`src/rtl/pqcuark_zeta_loader_pkg.sv`:
```
// pqcuark_zeta_loader_pkg: shared types, zeta geometry and completion builder for the zeta loader
// Holds the slice of the core pipeline types the loader touches (rr->exe issue, exe->wb completion),
// the zeta memory geometry and the loader state encoding.
package pqcuark_zeta_loader_pkg;

  localparam int ZETA_W      = 32;
  localparam int ZETA_IDX_W  = 8;
  localparam int ZETA_BANK_W = 8;
  localparam int ZETA_ADDR_W = ZETA_BANK_W + ZETA_IDX_W;

  typedef enum logic [1:0] {IDLE, WR_LO, WR_HI, RESP} zeta_ld_state_t;

  typedef enum logic [2:0] {
    UNIT_ALU, UNIT_DIV, UNIT_MUL, UNIT_BRANCH, UNIT_MEM, UNIT_PQC_NTT
  } functional_unit_t;

  typedef enum logic [3:0] {
    ADD, SUB, MUL, LD, SD, PQC_NTT_BFU, PQC_ZETA_WR
  } instr_type_t;

  typedef enum logic [3:0] {
    INSTR_ADDR_MISALIGN = 4'd0,
    ILLEGAL_INSTR       = 4'd2,
    LD_ACCESS_FAULT     = 4'd5,
    ST_AMO_ACCESS_FAULT = 4'd7,
    NULL_EXCEPTION      = 4'd15
  } exception_cause_t;

  typedef struct packed {
    exception_cause_t cause;
    logic [63:0]      origin;
    logic             valid;
  } exception_t;

  typedef struct packed {
    logic             valid;
    logic [63:0]      pc;
    functional_unit_t unit;
    instr_type_t      instr_type;
    logic [4:0]       rd;
  } instr_entry_t;

  typedef struct packed {
    instr_entry_t instr;
    logic [63:0]  data_rs1;
    logic [63:0]  data_rs2;
    logic [5:0]   prd;
    logic         checkpoint_done;
    logic [1:0]   chkp;
    logic [5:0]   gl_index;
  } rr_exe_arith_instr_t;

  typedef struct packed {
    logic         valid;
    logic [63:0]  pc;
    instr_type_t  instr_type;
    logic [4:0]   rd;
    logic [5:0]   prd;
    logic [63:0]  result;
    logic         regfile_we;
    logic         branch_taken;
    exception_t   ex;
    logic [4:0]   fp_status;
    logic         checkpoint_done;
    logic [1:0]   chkp;
    logic [5:0]   gl_index;
  } exe_wb_scalar_instr_t;

  // Completion record prepared at accept time; result/regfile_we/branch/fp stay zero.
  function automatic exe_wb_scalar_instr_t zeta_completion(rr_exe_arith_instr_t i, logic fault);
    exe_wb_scalar_instr_t c;
    c = '0;
    c.valid           = 1'b1;
    c.pc              = i.instr.pc;
    c.instr_type      = i.instr.instr_type;
    c.rd              = i.instr.rd;
    c.prd             = i.prd;
    c.checkpoint_done = i.checkpoint_done;
    c.chkp            = i.chkp;
    c.gl_index        = i.gl_index;
    c.ex.valid        = fault;
    if (fault) begin
      c.ex.cause  = ST_AMO_ACCESS_FAULT;
      c.ex.origin = i.instr.pc;
    end
    return c;
  endfunction

endpackage

```
`src/rtl/pqcuark_zeta_loader.sv`:
```
// pqcuark_zeta_loader: writes two 32-bit zetas per PQC_ZETA_WR instruction into the BFU zeta memory
// Ports:
//   clk_i, rstn_i   clock, asynchronous active-low reset
//   flush_i         kills the in-flight op; gates the write of the flush cycle
//   instruction_i   rr->exe issue (rs1 = two zetas, rs2 = {bank @39:32, idx @7:0})
//   ready_o/busy_o  loader idle / write sequence in progress
//   we_zeta_o, zeta_addr_o, zeta_data_o   zeta memory write port, addr = {bank, idx}
//   instruction_o   exe->wb completion, one cycle, no register result
module pqcuark_zeta_loader
  import pqcuark_zeta_loader_pkg::*;
(
  input  logic                    clk_i,
  input  logic                    rstn_i,
  input  logic                    flush_i,
  input  rr_exe_arith_instr_t     instruction_i,
  output logic                    ready_o,
  output logic                    busy_o,
  output logic                    we_zeta_o,
  output logic [ZETA_ADDR_W-1:0]  zeta_addr_o,
  output logic [ZETA_W-1:0]       zeta_data_o,
  output exe_wb_scalar_instr_t    instruction_o
);

  zeta_ld_state_t       state_q, state_d;
  exe_wb_scalar_instr_t cmp_q;
  logic [2*ZETA_W-1:0]  rs1_q;
  logic [ZETA_BANK_W-1:0] bank_q;
  logic [ZETA_IDX_W-1:0]  idx_q;
  logic accept, addr_ok;

  assign accept = instruction_i.instr.valid && instruction_i.instr.unit == UNIT_PQC_NTT &&
                  instruction_i.instr.instr_type == PQC_ZETA_WR && state_q == IDLE && !flush_i;
  // Any bit set outside the bank and index fields makes the address illegal.
  assign addr_ok = instruction_i.data_rs2[63:40] == '0 && instruction_i.data_rs2[31:8] == '0;

  always_ff @(posedge clk_i or negedge rstn_i) begin
    if (!rstn_i) begin
      state_q <= IDLE;
      cmp_q   <= '0;
      rs1_q   <= '0;
      bank_q  <= '0;
      idx_q   <= '0;
    end else begin
      state_q <= state_d;
      if (accept) begin
        cmp_q  <= zeta_completion(instruction_i, !addr_ok);
        rs1_q  <= instruction_i.data_rs1;
        bank_q <= instruction_i.data_rs2[39:32];
        idx_q  <= instruction_i.data_rs2[7:0];
      end
    end
  end

  always_comb begin
    state_d = flush_i          ? IDLE :
              state_q == IDLE  ? (accept ? (addr_ok ? WR_LO : RESP) : IDLE) :
              state_q == WR_LO ? WR_HI :
              state_q == WR_HI ? RESP : IDLE;
  end

  // The high word's index wraps inside the bank; the bank never carries.
  always_comb begin
    ready_o     = state_q == IDLE;
    busy_o      = state_q != IDLE;
    we_zeta_o   = (state_q == WR_LO || state_q == WR_HI) && !flush_i;
    zeta_addr_o = state_q == WR_LO ? {bank_q, idx_q} :
                  state_q == WR_HI ? {bank_q, idx_q + ZETA_IDX_W'(1)} : '0;
    zeta_data_o = state_q == WR_LO ? rs1_q[ZETA_W-1:0] :
                  state_q == WR_HI ? rs1_q[2*ZETA_W-1:ZETA_W] : '0;
    instruction_o       = cmp_q;
    instruction_o.valid = cmp_q.valid && state_q == RESP && !flush_i;
  end

endmodule

```
`config.mk`:
```
export PLATFORM = sky130hd
export DESIGN_NAME = pqcuark_zeta_loader
export DESIGN_NICKNAME = d
export VERILOG_FILES = /design/src/rtl/pqcuark_zeta_loader_pkg.sv /design/src/rtl/pqcuark_zeta_loader.sv
export SDC_FILE = /design/constraint.sdc
export NUM_CORES = 1
export LEC_CHECK = 0
export BUFFER_PORTS_ARGS = -buffer_cell sky130_fd_sc_hd__buf_4
export CORE_AREA = 4 4 196 246
export CTS_CLUSTER_DIAMETER = 40
export CTS_CLUSTER_SIZE = 40
export DETAILED_ROUTE_END_ITERATION = 10
export DIE_AREA = 0 0 200 250
export HOLD_SLACK_MARGIN = 0.03
export PLACE_DENSITY = 0.51
export SETUP_SLACK_MARGIN = 0.15
export SYNTH_ARGS = -nofsm -noshare
export SYNTH_HDL_FRONTEND = slang
export SYNTH_SLANG_ARGS = --single-unit
```
`constraint.sdc`:
```
create_clock -name clk_i -period 3.8 [get_ports clk_i]
set_clock_uncertainty 0.15 [all_clocks]
set_input_delay 0.76 -clock clk_i [delete_from_list [all_inputs] [get_ports clk_i]]
set_output_delay 0.76 -clock clk_i [all_outputs]
set_load 0.02 [all_outputs]
```
==> impl_metrics.py <==
metrics = {
    "run_status": {
        "status": "finished, final reports clean",
    },
    "cells_and_area": {
        "final_cell_area_sq_um": 14990,
        "final_util": 0.3265,
        "syn_to_final_growth_pct": 31.61,
        "n_fill_cell": 4849,
        "drive_above_1_share": 0.3563,
        "final_common_cell": "nand2_1",
        "nNetsFinal": 1755,
        "layout_common_cells": "nand2_1 (562), buf_4 (438), dfrtp_1 (236), conb_1 (72)",
    },
    "synthesis": {
        "netlist_area_sq_um": 11390,
        "syn_inst": 1260,
        "synth_edf_count": 0,
        "seq_area_frac_synth": 0.5185,
        "synth_flop_cell": "dfrtp_1",
        "ys_warn_count": 0,
        "synth-seq-cells": 236,
        "ys_types": 35,
        "synth.avg_cell_area_sq_um": 9.039,
        "async_flop_share": 1.000,
    },
    "grt": {
        "antenna_found_initial": 4,
        "grt_pass1_wl_um": 52780,
        "grt_usage": 0.1346,
        "gr-total-overflow": 0,
        "grt_max_degree": 129,
        "grt_pass1_vias": 8897,
    },
    "sta": {
        "hold_viol_final": 0,
        "setup_viol": 0,
        "period_share": 0.8625,
        "worst_slew_pin_slew_ns": 0.7128,
        "grt_setup_unrepaired": "false",
        "min_period_ns": 3.278,
        "tns_ns": 0,
        "finalWorstSetupSlack_ns": 0.5224,
        "slew_headroom": 0.5248,
        "slew_viol_final": 0,
        "max_freq_mhz": 305.1,
    },
    "floorplan": {
        "start_util": 0.2481,
        "num_rows": 88,
        "fp.dieArea_sq_um": 50000,
        "pin_count": 503,
        "core_sq_um": 45910,
        "die_y_um": 250,
        "die_w_um": 200,
    },
    "run": {
        "maxCapViolations": 0,
    },
    "critical_path": {
        "cpPeakStageDelay_ns": 0.40,
        "cp.buffers_inverters": 3,
        "end_kind": "output port",
        "r2r_slack_ns": 1.51,
        "setup.worst_path.start_class": "register",
        "critPathKind": "register to output port",
        "timing.rr.start": "state_q[0]",
        "worst-endpoint-required_ns": 2.89,
        "crit_family": "buffers and inverters",
        "crit_slowest_cell": "dfrtp_1",
        "cpMostUsedCell": "buf_4",
        "cp_max_fo": 32,
        "reg2reg_depth": 6,
        "cp.arrival_ns": 2.37,
        "crit_chain": "inv_1 -> ha_1 -> nor2b_2 -> buf_4 -> a22o_1 -> buf_4",
        "reg2reg_to": "instruction_o[57]",
    },
    "pwr": {
        "seq_power_share": 0.396,
        "ir_drop_mv": 0.2961,
        "total_power_mw": 6.809,
        "pwr-share-comb": 0.097,
        "p_clk_frac": 0.507,
        "p_sw_frac": 0.2473,
        "p_sw_mw": 1.684,
        "p_per_area_nw_per_um2": 454.2,
        "p_leak_nw": 8.316,
        "p_int_mw": 5.125,
    },
    "cts": {
        "cts_tree": "yes",
        "insertion_delay_ns": 0.53,
        "hold_buffers": 0,
        "clk_pin_slew_ns": 0.05,
        "cts_num_sinks": 236,
        "root_buffer": "clkbuf_16",
        "postCtsSetupRepairBufs": 0,
        "ctsResizeCount": 0,
        "clockBufferDepth": 3,
        "cts.htree.levels": 2,
        "cts_inserted_buffers": 37,
    },
    "route": {
        "first_iter_violations": 265,
        "drc_errors": 0,
        "drtAntennaViolNets": 0,
        "via_per_inst": 4.077,
        "wl_per_cell_um": 16.31,
        "drt_pass1_iterations": 5,
        "vias": 8721,
        "drt_wl_total_um": 34890,
    },
    "place": {
        "dp_slack_ns": 1.030,
        "placed_cell_area_sq_um": 13730,
        "io_buffers": 430,
        "gp_congestion": 0.8676,
        "place_hpwl_um": 25080,
    },
    "worst_hold_path": {
        "hold_path_class": "primary input to asynchronous set/reset pin",
    },
}
==> metal layers <==
| metal | vias to the layer above | wire length [um] | track usage |
|---|---|---|---|
| met1 | 4095 | 14270 | 0.1683 |
| li1 | 4224 | - | - |
| met2 | 334 | 16910 | 0.2223 |
| met5 | - | 41 | 0 |
| met3 | 62 | 2563 | 0.03592 |
| met4 | 6 | 1107 | 0.04873 |
==> worst reg2reg max path: stages, from the launching register on <==
cell	delay (ns)
dfrtp_1	0.40
inv_1	0.11
ha_1	0.30
and4b_4	0.32
buf_12	0.31
nand2_1	0.46
o21ai_2	0.16
==> synthesized netlist by cell type (all sizes together), types with 2 or more instances <==
master | n | area, sq um
clkbuf | 14 | 55.05
mux2 | 2 | 22.52
nor4 | 13 | 81.33
xor2 | 2 | 17.52
dfrtp | 236 | 5906
nand2 | 562 | 2110
nor2 | 7 | 26.28
or3 | 2 | 12.51
nand4 | 3 | 18.77
a21oi | 3 | 18.77
a22o | 33 | 289.0
o21ai | 69 | 491.7
ha | 6 | 75.07
nor2b | 10 | 62.56
nand4b | 3 | 26.28
buf | 275 | 2046
and4b | 2 | 20.02
nand3 | 3 | 15.01
nand2b | 3 | 18.77
and2 | 2 | 12.51
inv | 4 | 15.01
==> power groups by stage <==
stage                     Sequential (mW)  Combinational (mW)  Clock (mW)
after CTS                            2.70               0.672        3.58
after global routing                 2.71               0.723        3.68
final                                2.70               0.659        3.45
after floorplan                      2.72               0.439           0
after detailed placement             2.74               0.670           0
after global placement               2.74               0.665           0
==> layout make-up <==
type                       instances  area [sq um]  share of cell area
antenna                            2         5.005           0.0003339
multi-input combinational        802          3650              0.2435
timing repair buffer             445          3423              0.2284
inverter                           4         15.01            0.001002
clock buffer                      44          1015             0.06770
sequential                       236          5906              0.3940
clock inverter                    21         244.0             0.01628
tap                              585         732.0             0.04883
==> per-stage QoR <==
step,hold slack [ns],cells
after floorplan,0.2850,1331
after global placement,0.2997,2072
after detailed placement,0.3042,2072
after CTS,0.09121,2137
after global routing,0.1221,2138
final,0.09827,2139
==> state kept, by name (all words and copies together) (netlist names) <==
name,cells
cmp_q,1
rs1_q,64
idx_q,8
instruction_o,153
bank_q,8
state_q,2
==> cell families (layout without fill, tap and decap cells) <==
logic type,after synthesis,count (layout),synth area share
adder cells (fa/ha/maj),6,6,0.006591
AO/OA/AOI/OAI,106,106,0.07097
XOR/XNOR,3,3,0.002307
AND/OR/NAND/NOR,613,613,0.2136
buffers and inverters,293,514,0.1858
other,1,74,0.0003292
flip-flops,236,236,0.5185
multiplexers,2,2,0.001977
==> how the worst max path moves through the flow <==
stage	from	endpoint	slack, ns	cells after the start
2_1_floorplan	state_q[1]	zeta_addr_o[6]	1.23	6
3_3_place_gp	instruction_i[38]	instruction_o[78]	1.02	6
3_5_place_dp	state_q[0]	zeta_data_o[3]	1.03	6
4_1_cts	state_q[0]	zeta_data_o[3]	0.44	6
5_1_grt	state_q[0]	zeta_data_o[3]	0.33	6
6_report	state_q[0]	zeta_data_o[5]	0.52	6
No activity file was read; power rests on OpenSTA's default activity.
